$ cat config.mk
export PLATFORM = sky130hd
export DESIGN_NAME = load_store_unit
export DESIGN_NICKNAME = d
export VERILOG_FILES = /design/src/rtl/lsu_pkg.sv /design/src/rtl/lsu_lane_align.sv /design/src/rtl/load_store_unit.sv
export SDC_FILE = /design/constraint.sdc
export NUM_CORES = 1
export LEC_CHECK = 0
export CORE_ASPECT_RATIO = 0.8
export CORE_MARGIN = 5
export CORE_UTILIZATION = 45
export DETAILED_ROUTE_END_ITERATION = 6
export PLACE_DENSITY = 0.78
export SLEW_MARGIN = 10
export SYNTH_ARGS = -nofsm -noshare
export SYNTH_HDL_FRONTEND = slang
export SYNTH_SLANG_ARGS = --single-unit
$ cat constraint.sdc
create_clock -name clk -period 2.4 [get_ports clk]
set_input_delay 0.36 -clock clk [delete_from_list [all_inputs] [get_ports clk]]
set_output_delay 0.36 -clock clk [all_outputs]
set_load 0.02 [all_outputs]
$ cat src/rtl/lsu_pkg.sv
// rtl/lsu_pkg.sv - shared size encodings, FSM states and access-shape helper for the load/store unit
package lsu_pkg;

    localparam logic [1:0] SZ_BYTE = 2'b00;
    localparam logic [1:0] SZ_HALF = 2'b01;
    localparam logic [1:0] SZ_WORD = 2'b10;
    localparam logic [1:0] SZ_ILL  = 2'b11;

    typedef enum logic [2:0] {
        IDLE,
        RD,
        RDX,
        WR,
        RESP
    } lsu_state_t;

    // True when the size code is illegal or the offset breaks natural alignment
    function automatic logic is_bad_shape(input logic [1:0] size, input logic [1:0] offset);
        logic bad;
        case (size)
            SZ_BYTE: bad = 1'b0;
            SZ_HALF: bad = offset[0];
            SZ_WORD: bad = (offset != 2'b00);
            default: bad = 1'b1;
        endcase
        return bad;
    endfunction

endpackage

$ cat src/rtl/lsu_lane_align.sv
// rtl/lsu_lane_align.sv - big-endian lane extract/extend for loads and lane merge for narrow stores
module lsu_lane_align
    import lsu_pkg::*;
(
    input  logic [1:0]  size,
    input  logic        is_unsigned,
    input  logic [1:0]  offset,
    input  logic [31:0] word_in,
    input  logic [31:0] store_data,
    output logic [31:0] load_data,
    output logic [31:0] merged_word
);

    logic [7:0]  byte_lane;
    logic [15:0] half_lane;

    // Select the addressed byte/halfword; offset 0 is the most significant lane
    always_comb begin
        byte_lane = word_in[7:0];
        case (offset)
            2'd0: byte_lane = word_in[31:24];
            2'd1: byte_lane = word_in[23:16];
            2'd2: byte_lane = word_in[15:8];
            2'd3: byte_lane = word_in[7:0];
            default: byte_lane = word_in[7:0];
        endcase
        half_lane = offset[1] ? word_in[15:0] : word_in[31:16];
    end

    // Right-justify the selected lane and sign- or zero-extend it
    always_comb begin
        load_data = word_in;
        case (size)
            SZ_BYTE: load_data = {{24{~is_unsigned & byte_lane[7]}}, byte_lane};
            SZ_HALF: load_data = {{16{~is_unsigned & half_lane[15]}}, half_lane};
            default: load_data = word_in;
        endcase
    end

    // Drop the low store bits into the addressed lane, keeping the other lanes
    always_comb begin
        merged_word = word_in;
        case (size)
            SZ_BYTE: begin
                case (offset)
                    2'd0: merged_word[31:24] = store_data[7:0];
                    2'd1: merged_word[23:16] = store_data[7:0];
                    2'd2: merged_word[15:8]  = store_data[7:0];
                    2'd3: merged_word[7:0]   = store_data[7:0];
                    default: merged_word = word_in;
                endcase
            end
            SZ_HALF: begin
                if (offset[1]) merged_word[15:0]  = store_data[15:0];
                else           merged_word[31:16] = store_data[15:0];
            end
            default: merged_word = store_data;
        endcase
    end

endmodule

$ cat src/rtl/load_store_unit.sv
// rtl/load_store_unit.sv - single-outstanding load/store unit with read-modify-write for narrow stores
module load_store_unit
    import lsu_pkg::*;
#(
    parameter int ADDR_LIMIT = 256
) (
    input  logic        clk,
    input  logic        rst,
    input  logic        req_valid,
    output logic        req_ready,
    input  logic        req_write,
    input  logic [1:0]  req_size,
    input  logic        req_unsigned,
    input  logic [31:0] req_addr,
    input  logic [31:0] req_wdata,
    output logic        resp_valid,
    output logic [31:0] resp_rdata,
    output logic        resp_err,
    output logic [31:0] mem_addr,
    output logic [31:0] mem_wdata,
    output logic        mem_read,
    output logic        mem_write,
    input  logic [31:0] mem_rdata
);

    localparam logic [31:0] LAST_WORD = 32'(ADDR_LIMIT - 4);

    lsu_state_t  state, next_state;
    logic [1:0]  offset_q;
    logic [1:0]  size_q;
    logic        unsigned_q;
    logic        write_q;
    logic [31:0] wdata_q;
    logic        accept;
    logic        req_err;
    logic        word_store;
    logic [31:0] load_data;
    logic [31:0] merged_word;

    assign accept     = req_valid && req_ready;
    assign word_store = req_write && (req_size == SZ_WORD);
    assign req_err    = is_bad_shape(req_size, req_addr[1:0])
                     || ({req_addr[31:2], 2'b00} > LAST_WORD);

    lsu_lane_align u_lane_align (
        .size        (size_q),
        .is_unsigned (unsigned_q),
        .offset      (offset_q),
        .word_in     (mem_rdata),
        .store_data  (wdata_q),
        .load_data   (load_data),
        .merged_word (merged_word)
    );

    // State register
    always_ff @(posedge clk) begin
        if (rst) state <= IDLE;
        else     state <= next_state;
    end

    // Next-state and handshake/memory strobes; strobes are gated so a reset edge never writes memory
    always_comb begin
        next_state = state;
        req_ready  = 1'b0;
        resp_valid = 1'b0;
        mem_read   = 1'b0;
        mem_write  = 1'b0;
        case (state)
            IDLE: begin
                req_ready = 1'b1;
                if (req_valid) begin
                    if (req_err)         next_state = RESP;
                    else if (word_store) next_state = WR;
                    else                 next_state = RD;
                end
            end
            RD: begin
                mem_read   = !rst;
                next_state = RDX;
            end
            RDX: next_state = write_q ? WR : RESP;
            WR: begin
                mem_write  = !rst;
                next_state = RESP;
            end
            RESP: begin
                resp_valid = 1'b1;
                next_state = IDLE;
            end
            default: next_state = IDLE;
        endcase
    end

    // Request capture, memory address/data and response registers
    always_ff @(posedge clk) begin
        if (rst) begin
            offset_q   <= '0;
            size_q     <= '0;
            unsigned_q <= 1'b0;
            write_q    <= 1'b0;
            wdata_q    <= '0;
            mem_addr   <= '0;
            mem_wdata  <= '0;
            resp_rdata <= '0;
            resp_err   <= 1'b0;
        end else begin
            if (accept) begin
                offset_q   <= req_addr[1:0];
                size_q     <= req_size;
                unsigned_q <= req_unsigned;
                write_q    <= req_write;
                wdata_q    <= req_wdata;
                if (req_err) begin
                    resp_err   <= 1'b1;
                    resp_rdata <= '0;
                end else begin
                    mem_addr <= {req_addr[31:2], 2'b00};
                    if (word_store) mem_wdata <= req_wdata;
                end
            end
            if (state == RDX) begin
                if (write_q) begin
                    mem_wdata <= merged_word;
                end else begin
                    resp_rdata <= load_data;
                    resp_err   <= 1'b0;
                end
            end
            if (state == WR) begin
                resp_rdata <= '0;
                resp_err   <= 1'b0;
            end
        end
    end

endmodule

==> key figures, run 1 <==
Outcome
  • Status: finished clean

Worst setup path
  • Req. time, crit path: roughly 2700 ps
  • FF-to-FF Start: offset_q[1]$_SDFFE_PP0P_
  • CP Capture Point: mem_wdata[24]$_SDFF_PP0_
  • Critical path launch point: offset_q[1]$_SDFFE_PP0P_
  • CP Launch Type: register
  • CP max FO: 14
  • Critical R2R Capture: mem_wdata[24]$_SDFF_PP0_
  • Critical Path End Type: register
  • Crit path DAT: around 2600 ps
  • R2R Setup Slk: ~130 ps
  • Worst R2R Path Depth: 4
  • Setup Crit Path Kind: register to register

Place
  • Pre-CTS setup slack: approximately 56 ps
  • Final HPWL DP: 16000 um
  • Area after DPL: 0.00849 mm2
  • Port Buffers: roughly 200
  • # placed instances: 1041
  • Final Wtd Congestion: around 0.95

Synthesis
  • Sequential-to-total area share from yosys stat: 0.430
  • Synth area leaders: dfxtp_1 43%, a21oi_1 6.1%, mux2i_1 6.0%
  • YS warnings: 0
  • Synthesized cell area: 0.00633 mm2
  • Synth top area share: 0.430
  • Ys async rst share: 0
  • Count of cell types in the netlist: 52
  • Avg Inst Size Synth: 9.13 um2
  • EDFF count, synth: 0
  • Cell accounting for the most synthesized area: dfxtp_1
  • Syn Inst Count: 693
  • Top FF cell, synth: dfxtp_1
  • Flop and latch count out of synthesis: roughly 140

Timing
  • Slew Limit Fails: 0
  • Crit share post-route: 0.946
  • Max Clk Rate: 441 MHz
  • Worst slew pin tran: around 1200 ps
  • Final number of hold-violating endpoints: 0
  • Setup slack after layout: ~130 ps
  • RSZ-0062 raised after global routing: false
  • Slew margin rel.: 0.188
  • Tmin final: ~2300 ps
  • Final Skew: 10.3 ps
  • Final setup violation count: 0
  • Setup TNS: 0 ps

Layout
  • Finished Cell Area: about 0.0091 mm2
  • Non-filler cells, final: 1072
  • Area grow syn2layout: 44.0%
  • # diodes: 0
  • Fin util: 0.665
  • Proportion of layout cells with a drive suffix above 1: 0.103
  • Final nets: around 980
  • Fill count: ~1100

Hold path
  • HP Class: input port to register

Clock network
  • Clk pin slew, worst setup/hold paths: approximately 60 ps
  • CTS Sinks: roughly 140
  • TritonCTS clock tree: built
  • Max Root-Sink Buffers: 2
  • CTS H-Tree Depth: 4
  • CTS Buf Count: 17
  • Clk Latency, worst-skew pair: around 420 ps
  • Root Buffer: clkbuf_16
  • Hold buffers post-CTS: 0

Die
  • Num rows: 38
  • Core ar.: around 0.014 mm2
  • Initial Util: 0.462
  • Number of placed I/O pins: about 200
  • Die Ht: roughly 120 um
  • Die area: 0.0165 mm2
  • Die Wd: approximately 140 um

Detailed routing
  • Drt via density: roughly 5.7
  • Vias: between 6000 and 7000
  • Routed wire per std cell: 20.2 um
  • Final ANT Viol Nets: 0
  • Final wirelength: roughly 22000 um
  • DR pass1 iterations: 5
  • 1st-iter DRT viols: around 550
  • Post-route DRC: 0

Global route
  • Gr usage total: 0.261
  • Vias in the first global route: just over 6000
  • Initial antenna violation count: 0
  • Pin count of the biggest net entering global routing: 48
  • Global route total overflow: 0
  • First-pass GRT wire length: ~34000 um

Power and ir drop
  • Lkg Pwr: 3.21 nW
  • Cell Pwr Density: 636 mW/mm2
  • Worst VDD drop: roughly 0.59 mV

Job
  • Max-cap violation count: 0
metal layers:
layer	GRT usage	vias to the layer above	part of all wire
met5	0	-	0
met4	0.107	0	0.028
met1	0.361	2904	0.45
met2	0.396	281	0.45
met3	0.0582	49	0.074
li1	-	2918	-
final cells by class:
class	instances	area, um2	area share
Inverter	7	26.3	0.00288
Clock inverter	11	148	0.0162
Timing Repair Buffer	230	2250	0.247
Multi-Input combinational cell	488	3270	0.359
Tap cell	180	225	0.0247
Sequential cell	136	2720	0.299
Clock buffer	20	467	0.0512
layout by cell type, fill, tap and decap left out, types with 3 or more instances in the layout:
cell	count
clkdlybuf4s50_1	200
dfxtp_1	136
nand2_1	95
a21oi_1	77
a211oi_1	50
mux2i_1	38
o2bb2ai_1	30
buf_4	27
and2_1	24
o21ai_0	20
clkbuf_16	17
nor2_1	16
a22o_1	13
a221oi_1	12
a21o_1	12
mux2_2	11
nor3_1	9
nor2b_1	9
nand2b_1	8
a32o_1	8
nand3_1	6
inv_1	6
mux4_2	6
o22ai_1	6
nor4_2	4
clkinvlp_4	4
nor4_1	3
or2_2	3
clkbuf_8	3
bufinv_16	3
how the worst min path moves through the flow:
stage / end / slack, ps / cells after the start / startpoint
CTS: mem_addr[2]$_SDFFE_PP0P_ / 240 / 2 / rst
floorplan: wdata_q[16]$_SDFFE_PP0P_ / 430 / 2 / wdata_q[16]$_SDFFE_PP0P_
global route: mem_addr[2]$_SDFFE_PP0P_ / 250 / 2 / rst
global placement: wdata_q[19]$_SDFFE_PP0P_ / 440 / 2 / wdata_q[19]$_SDFFE_PP0P_
finish: mem_addr[2]$_SDFFE_PP0P_ / 270 / 2 / rst
detailed placement: mem_addr[28]$_SDFFE_PP0P_ / 440 / 1 / mem_addr[28]$_SDFFE_PP0P_
Yosys cell counts (8+ instances only):
library cell,number
o21ai_0,20
a21o_1,12
buf_2,9
a211oi_1,50
o2bb2ai_1,30
a221oi_1,12
clkbuf_1,41
nor3_1,10
a21oi_1,77
nand2b_1,8
mux2i_1,38
nor2_1,16
nand2_1,95
and2_1,24
mux2_2,11
a32o_1,8
dfxtp_1,136
a22o_1,13
nor2b_1,9
where the power goes:
| group | switching, mW | internal (mW) |
|---|---|---|
| Sequential | 0.0531 | 2.30 |
| Clock | 0.990 | 1.71 |
| Combinational | 0.404 | 0.339 |
| Total | 1.45 | 4.35 |
sequential cells by signal (all words and copies together), names as in the netlist:
name,flops
mem_addr,30
mem_wdata,32
offset_q,2
resp_err,1
resp_rdata,32
size_q,2
state,3
unsigned_q,1
wdata_q,32
write_q,1
cells by family after synthesis:
group,count (synthesis),share of synthesized area
other,1,0.000593
AND/OR/NAND/NOR,191,0.153
buffers and inverters,70,0.0540
multiplexers,55,0.101
AO/OA/AOI/OAI,240,0.261
flip-flops,136,0.430
through the flow:
step,hold WS (ps),power (mW)
6_report,266,5.80
5_1_grt,248,5.98
4_1_cts,239,5.80
3_5_place_dp,444,3.12
3_3_place_gp,437,3.11
2_1_floorplan,431,2.77
worst max-delay path, cell delays in order (launching register included):
cell	delay, ps
dfxtp_1	470
nor2_1	980
buf_4	310
a221oi_1	140
a211oi_1	270
timing repair:
item / in CTS / in global routing
resized for setup: 0 / 1
buffers inserted: 0 / 0
setup endpoints to repair: 0 / 1
Note: power is estimated with default switching activity, not from simulation.
==> run 2, diff against run 1 <==
Settings changed: GPL_TIMING_DRIVEN set to 0.
==> run 2 against run 1 <==
Compared with the run above:
- clock power decreased by 2%
- core utilization grew 0.42 points
- hold slack improved by 190 ps
- clock-buffer cell count decreased by 2
- non-clock buffer count rose by 33
==> key figures, run 2 (same netlist as run 1, synthesis figures left out) <==
Global route
  • First-pass GRT wire length: 34800 um (+3.3%)
  • Pin count of the biggest net entering global routing: 17 (-65%)
  • Gr usage total: 0.275 (+0.0140)
  • Global route total overflow: 0 (unchanged)
  • Initial antenna violation count: 0 (unchanged)
  • Vias in the first global route: 6156 (+1.1%)

Worst setup path
  • CP Launch Type: register
  • Setup Crit Path Kind: register to register
  • Worst R2R Path Depth: 7 (+3)
  • R2R Setup Slk: 150 ps (+20 ps)
  • CP Capture Point: mem_wdata[8]$_SDFF_PP0_
  • Critical R2R Capture: mem_wdata[8]$_SDFF_PP0_
  • Crit path DAT: 2570 ps (-20 ps)
  • FF-to-FF Start: state[0]$_SDFFE_PP0P_
  • Critical path launch point: state[0]$_SDFFE_PP0P_
  • Req. time, crit path: 2720 ps (about the same)
  • CP max FO: 10 (-4)
  • Critical Path End Type: register

Hold path
  • HP Class: register to register
  • Worst hold path depth: 2 (unchanged)

Layout
  • Proportion of layout cells with a drive suffix above 1: 0.0907 (-0.0124)
  • Final nets: 1016 (+3.4%)
  • Top Registers: mem_wdata (32), resp_rdata (32), wdata_q (32)
  • Fin util: 0.670 (+0.00420)
  • Commonest non-fill, non-tap cell in the layout: clkdlybuf4s50_1
  • Area grow syn2layout: 44.9%
  • Commonest cells after routing, fill and taps aside: 200 x clkdlybuf4s50_1, 136 x dfxtp_1, 95 x nand2_1, 76 x a21oi_1, 50 x a211oi_1
  • Non-filler cells, final: 1107 (+3.3%)
  • Fill count: 1131 (+5.0%)

Clock network
  • Root Buffer: clkbuf_16
  • Clk Latency, worst-skew pair: 420 ps (about the same)
  • CTS H-Tree Depth: 4 (unchanged)
  • Post-CTS resize count: 0 (unchanged)
  • Hold buffers post-CTS: 0 (unchanged)
  • Setup bufs post-CTS: 0 (unchanged)
  • Clk pin slew, worst setup/hold paths: 60 ps (about the same)
  • TritonCTS clock tree: built
  • CTS Sinks: 136 (unchanged)
  • Max Root-Sink Buffers: 2 (unchanged)
  • CTS Buf Count: 17 (unchanged)

Place
  • Final HPWL DP: 17700 um (+11%)
  • # placed instances: 1074 (+3.2%)
  • Port Buffers: 200 (-0.50%)
  • Final Wtd Congestion: 1.01 (+6.3%)

Timing
  • Final setup violation count: 0 (unchanged)
  • Final number of hold-violating endpoints: 0 (unchanged)
  • Slew Limit Fails: 0 (unchanged)
  • Tmin final: 2250 ps (-20.7 ps)
  • Worst slew pin tran: 947 ps (-267 ps)
  • Setup TNS: 0 ps (unchanged)
  • Crit share post-route: 0.937 (-0.00862)
  • RSZ-0062 raised after global routing: false
  • Max Clk Rate: 445 MHz (+0.92%)
  • Slew margin rel.: 0.364 (+0.176)
  • Final Skew: 9.23 ps (-1.04 ps)

Detailed routing
  • DR pass1 iterations: 6 (+1)
  • Final ANT Viol Nets: 0 (unchanged)
  • Vias: 6362 (+3.4%)
  • Final wirelength: 23000 um (+6.2%)
  • Post-route DRC: 0 (unchanged)
  • Drt via density: 5.75 (+0.14%)
  • Routed wire per std cell: 20.8 um (+2.8%)
  • 1st-iter DRT viols: 582 (+6.4%)

Die
  • Initial Util: 0.462 (unchanged)
  • Die area: 0.0165 mm2 (unchanged)
  • Num rows: 38 (unchanged)
  • Core ar.: 0.0137 mm2 (unchanged)
  • Number of placed I/O pins: 204 (unchanged)
  • Die Wd: 143 um (unchanged)
  • Die Ht: 116 um (unchanged)

Power and ir drop
  • Cell Pwr Density: 628 mW/mm2 (-1.2%)
  • Lkg Pwr: 3.21 nW (about the same)
  • Worst VDD drop: 0.484 mV (-19%)

Outcome
  • Status: finished clean

Job
  • Max-cap violation count: 0 (unchanged)
-- run 2: cell count changes in the layout (fill, tap and decap cells not counted), moves of 3 or more --
cell,change
clkbuf_1,+41
buf_4,-22
buf_2,+8
inv_6,+6
buf_1,+3
buf_8,+3
clkbuf_8,-3
-- run 2: layout make-up --
| cell class | count | area [um2] | share of cell area |
|---|---|---|---|
| plain buffers | 63 | 317 | 0.0345 |
| diodes | 1 | 2.50 | 0.000273 |
| well taps | 180 | 225 | 0.0246 |
| clock buffers | 18 | 429 | 0.0468 |
| inverters | 7 | 26.3 | 0.00287 |
| multi-input cells | 488 | 3280 | 0.358 |
| clock inverters | 14 | 161 | 0.0176 |
| repair buffers | 200 | 2000 | 0.218 |
| flip-flops and latches | 136 | 2720 | 0.297 |
-- run 2: power by group --
group	internal [mW]	total, mW	switching (mW)
registers	2.30	2.34	0.0410
logic	0.337	0.773	0.437
clock network	1.56	2.65	1.09
total	4.19	5.76	1.57
-- run 2: worst max-delay path: stages, from the launching register on --
cell      delay, ps
dfxtp_1         300
buf_2           210
nand3b_1        160
or2_2           130
clkbuf_1        360
clkbuf_1        500
a211oi_1        160
a211oi_1        320
-- run 2: per-layer routing --
metal	wire length, um	global-route usage	vias to the layer above
li1	-	-	2991
met1	10100	0.391	2978
met2	9860	0.398	337
met3	2500	0.0825	56
met4	556	0.0912	0
met5	0	0	-
-- run 2: how the worst min path moves through the flow --
stage | start | slack [ps] | end
floorplan | wdata_q[16]$_SDFFE_PP0P_ | 430 | wdata_q[16]$_SDFFE_PP0P_
global placement | wdata_q[17]$_SDFFE_PP0P_ | 440 | wdata_q[17]$_SDFFE_PP0P_
detailed placement | mem_addr[18]$_SDFFE_PP0P_ | 450 | mem_addr[18]$_SDFFE_PP0P_
CTS | wdata_q[17]$_SDFFE_PP0P_ | 460 | wdata_q[17]$_SDFFE_PP0P_
global route | mem_addr[27]$_SDFFE_PP0P_ | 470 | mem_addr[27]$_SDFFE_PP0P_
finish | wdata_q[23]$_SDFFE_PP0P_ | 460 | wdata_q[23]$_SDFFE_PP0P_
-- run 2: metrics by stage --
| step | cell area [um2] | power (mW) | worst slack (ps) | hold slack (ps) |
|---|---|---|---|---|
| 6_report | 9170 | 5.76 | 151 | 456 |
| 3_5_place_dp | 8570 | 3.14 | -255 | 445 |
| 3_3_place_gp | 8560 | 3.13 | -213 | 437 |
| 4_1_cts | 9160 | 5.76 | 85.9 | 457 |
| 2_1_floorplan | 6330 | 2.77 | 456 | 431 |
| 5_1_grt | 9170 | 5.94 | 7.29 | 473 |
==> run 3, diff against run 2 <==
Settings changed: CORE_MARGIN 5 to unset.
==> run 3 against run 2 <==
Compared with the run above:
- core utilization grew 0.30 points
- global-route usage rose by 3.8 points
- clock power up 3%
- final cell count shrank 0.18%
- non-clock buffer count did not move
- die area decreased by 12%
- combinational power rose by 1%
- sequential share of layout area about the same
- critical endpoint is now req_ready
- largest cell class unchanged
==> key figures, run 3 (same netlist as run 1, synthesis figures left out) <==
Global route
  • Initial antenna violation count: 0 (unchanged)
  • Gr usage total: 0.312 (+0.0376)
  • First-pass GRT wire length: 34100 um (-2.2%)
  • Pin count of the biggest net entering global routing: 17 (unchanged)
  • Global route total overflow: 0 (unchanged)
  • Vias in the first global route: 6176 (+0.32%)

Clock network
  • CTS Sinks: 136 (unchanged)
  • Post-CTS resize count: 0 (unchanged)
  • Max Root-Sink Buffers: 2 (unchanged)
  • Root Buffer: clkbuf_16
  • CTS Buf Count: 17 (unchanged)
  • CTS H-Tree Depth: 4 (unchanged)
  • TritonCTS clock tree: built
  • Setup bufs post-CTS: 0 (unchanged)
  • Clk pin slew, worst setup/hold paths: 60 ps (about the same)
  • Hold buffers post-CTS: 0 (unchanged)
  • Clk Latency, worst-skew pair: 430 ps (about the same)

Power and ir drop
  • Worst VDD drop: 0.512 mV (+5.8%)
  • Lkg Pwr: 3.22 nW (+0.23%)
  • Gate power share: 0.134 (about the same)
  • Clock Power Share: 0.466 (+0.007)
  • Total Power: 5.84 mW (+1.4%)
  • Switch share: 0.261 (-0.0107)
  • Sequential share of power: 0.401 (-0.005)
  • Switching power: 1.53 mW (-2.6%)
  • Cell Pwr Density: 637 mW/mm2 (+1.3%)
  • Internal Power: 4.32 mW (+2.9%)

Place
  • Area after DPL: 0.00857 mm2 (unchanged)
  • Port Buffers: 200 (unchanged)
  • Pre-CTS setup slack: -229 ps (+26.0 ps)
  • Final Wtd Congestion: 0.981 (-3.0%)
  • Final HPWL DP: 16800 um (-5.0%)

Worst setup path
  • Setup Crit Path Kind: register to output pin
  • Critical path launch point: state[0]$_SDFFE_PP0P_
  • CP max stage delay: 690 ps (+190 ps)
  • Worst R2R Path Depth: 7 (unchanged)
  • CP max FO: 10 (unchanged)
  • FF-to-FF Start: size_q[1]$_SDFFE_PP0P_
  • CP cell instances: buf_2 > nor3_1 > clkdlybuf4s50_1
  • CP Capture Point: req_ready
  • CP Launch Type: register
  • Critical R2R Capture: resp_rdata[13]$_SDFF_PP0_
  • Crit path DAT: 1950 ps (-620 ps)
  • Critical Path End Type: output pin
  • Req. time, crit path: 2040 ps (-680 ps)
  • R2R Setup Slk: 150 ps (about the same)
  • Slowest cell on the critical path: clkdlybuf4s50_1

Job
  • Max-cap violation count: 0 (unchanged)

Layout
  • Final nets: 1016 (unchanged)
  • Commonest cells after routing, fill and taps aside: 200 x clkdlybuf4s50_1, 136 x dfxtp_1, 95 x nand2_1, 77 x a21oi_1, 50 x a211oi_1
  • # diodes: 0 (-1)
  • Area grow syn2layout: 45.0% (about the same)
  • Finished Cell Area: 0.00918 mm2 (about the same)
  • Commonest non-fill, non-tap cell in the layout: clkdlybuf4s50_1
  • Proportion of layout cells with a drive suffix above 1: 0.0876 (-0.00315)
  • Top Registers: mem_wdata (32), resp_rdata (32), wdata_q (32)

Timing
  • Slew margin rel.: 0.387 (+0.0231)
  • Setup slack after layout: 92.0 ps (-59.4 ps)
  • Worst hold slack: 452 ps (-3.78 ps)
  • Final setup violation count: 0 (unchanged)
  • Max Clk Rate: 433 MHz (-2.6%)
  • RSZ-0062 raised after global routing: false
  • Final Skew: 10.8 ps (+1.60 ps)
  • Worst slew pin tran: 912 ps (-34.4 ps)
  • Crit share post-route: 0.962 (+0.0247)
  • Final number of hold-violating endpoints: 0 (unchanged)
  • Slew Limit Fails: 0 (unchanged)
  • Tmin final: 2310 ps (+59.4 ps)

Detailed routing
  • Final ANT Viol Nets: 0 (unchanged)
  • 1st-iter DRT viols: 749 (+29%)
  • Post-route DRC: 0 (unchanged)
  • Drt via density: 5.82 (+1.3%)
  • Routed wire per std cell: 20.3 um (-2.4%)
  • Vias: 6433 (+1.1%)
  • Final wirelength: 22400 um (-2.6%)
  • DR pass1 iterations: 6 (unchanged)

Die
  • Number of placed I/O pins: 204 (unchanged)
  • Die Ht: 108 um (-6.9%)
  • Initial Util: 0.464 (+0.00161)
  • Die area: 0.0145 mm2 (-12%)
  • Core ar.: 0.0136 mm2 (-0.35%)
  • Die Wd: 135 um (-5.6%)
  • Num rows: 38 (unchanged)

Hold path
  • HP Class: register to register
  • Worst hold start: wdata_q[17]$_SDFFE_PP0P_

Outcome
  • Status: finished clean
-- run 3: cell count changes in the layout (fill, tap and decap cells not counted), sizes merged --
cell    change
diode       -1
bufinv      +1
inv         -7
clkinv      +4
clkbuf      +1
-- run 3: cell type report --
cell class | instances | area (um2)
clock inverter | 12 | 151
inverter | 7 | 26.3
clock buffer | 19 | 453
tap | 180 | 225
multi-input combinational | 488 | 3280
sequential | 136 | 2720
timing repair buffer | 200 | 2000
fill | 1139 | 4470
buffer | 63 | 315
-- run 3: worst max-delay path: cells and delay by family (launching register included) --
kind                   cells  cell delay [ps]
DFF                        1              300
buffers and inverters      2              860
and+or+nand+nor            1              350
-- run 3: through the flow --
stage / std cells / setup TNS [ps] / utilization
floorplan: 694 / 0 / -
global placement: 1074 / -13450 / 0.627
detailed placement: 1074 / -14860 / 0.628
CTS: 1105 / 0 / 0.672
global route: 1105 / 0 / 0.673
finish: 1105 / 0 / 0.673
-- run 3: power by group through the flow --
stage,Combinational [mW],Clock (mW),Sequential (mW)
2_1_floorplan,0.393,0,2.37
3_3_place_gp,0.746,0,2.39
3_5_place_dp,0.751,0,2.39
4_1_cts,0.759,2.70,2.34
5_1_grt,0.832,2.83,2.34
6_report,0.781,2.72,2.34
-- run 3: layer usage --
layer / part of all wire / vias to the layer above / global-route usage
li1: - / 2999 / -
met2: 0.41 / 342 / 0.447
met1: 0.46 / 3031 / 0.445
met4: 0.030 / 0 / 0.116
met3: 0.10 / 61 / 0.0863
met5: 0 / - / 0
-- run 3: how the worst min path moves through the flow --
stage,slack [ps],depth (start not counted),to
floorplan,430,2,wdata_q[16]$_SDFFE_PP0P_
global placement,440,2,wdata_q[17]$_SDFFE_PP0P_
detailed placement,440,2,wdata_q[17]$_SDFFE_PP0P_
CTS,450,2,wdata_q[17]$_SDFFE_PP0P_
global route,470,2,wdata_q[17]$_SDFFE_PP0P_
finish,450,2,wdata_q[17]$_SDFFE_PP0P_
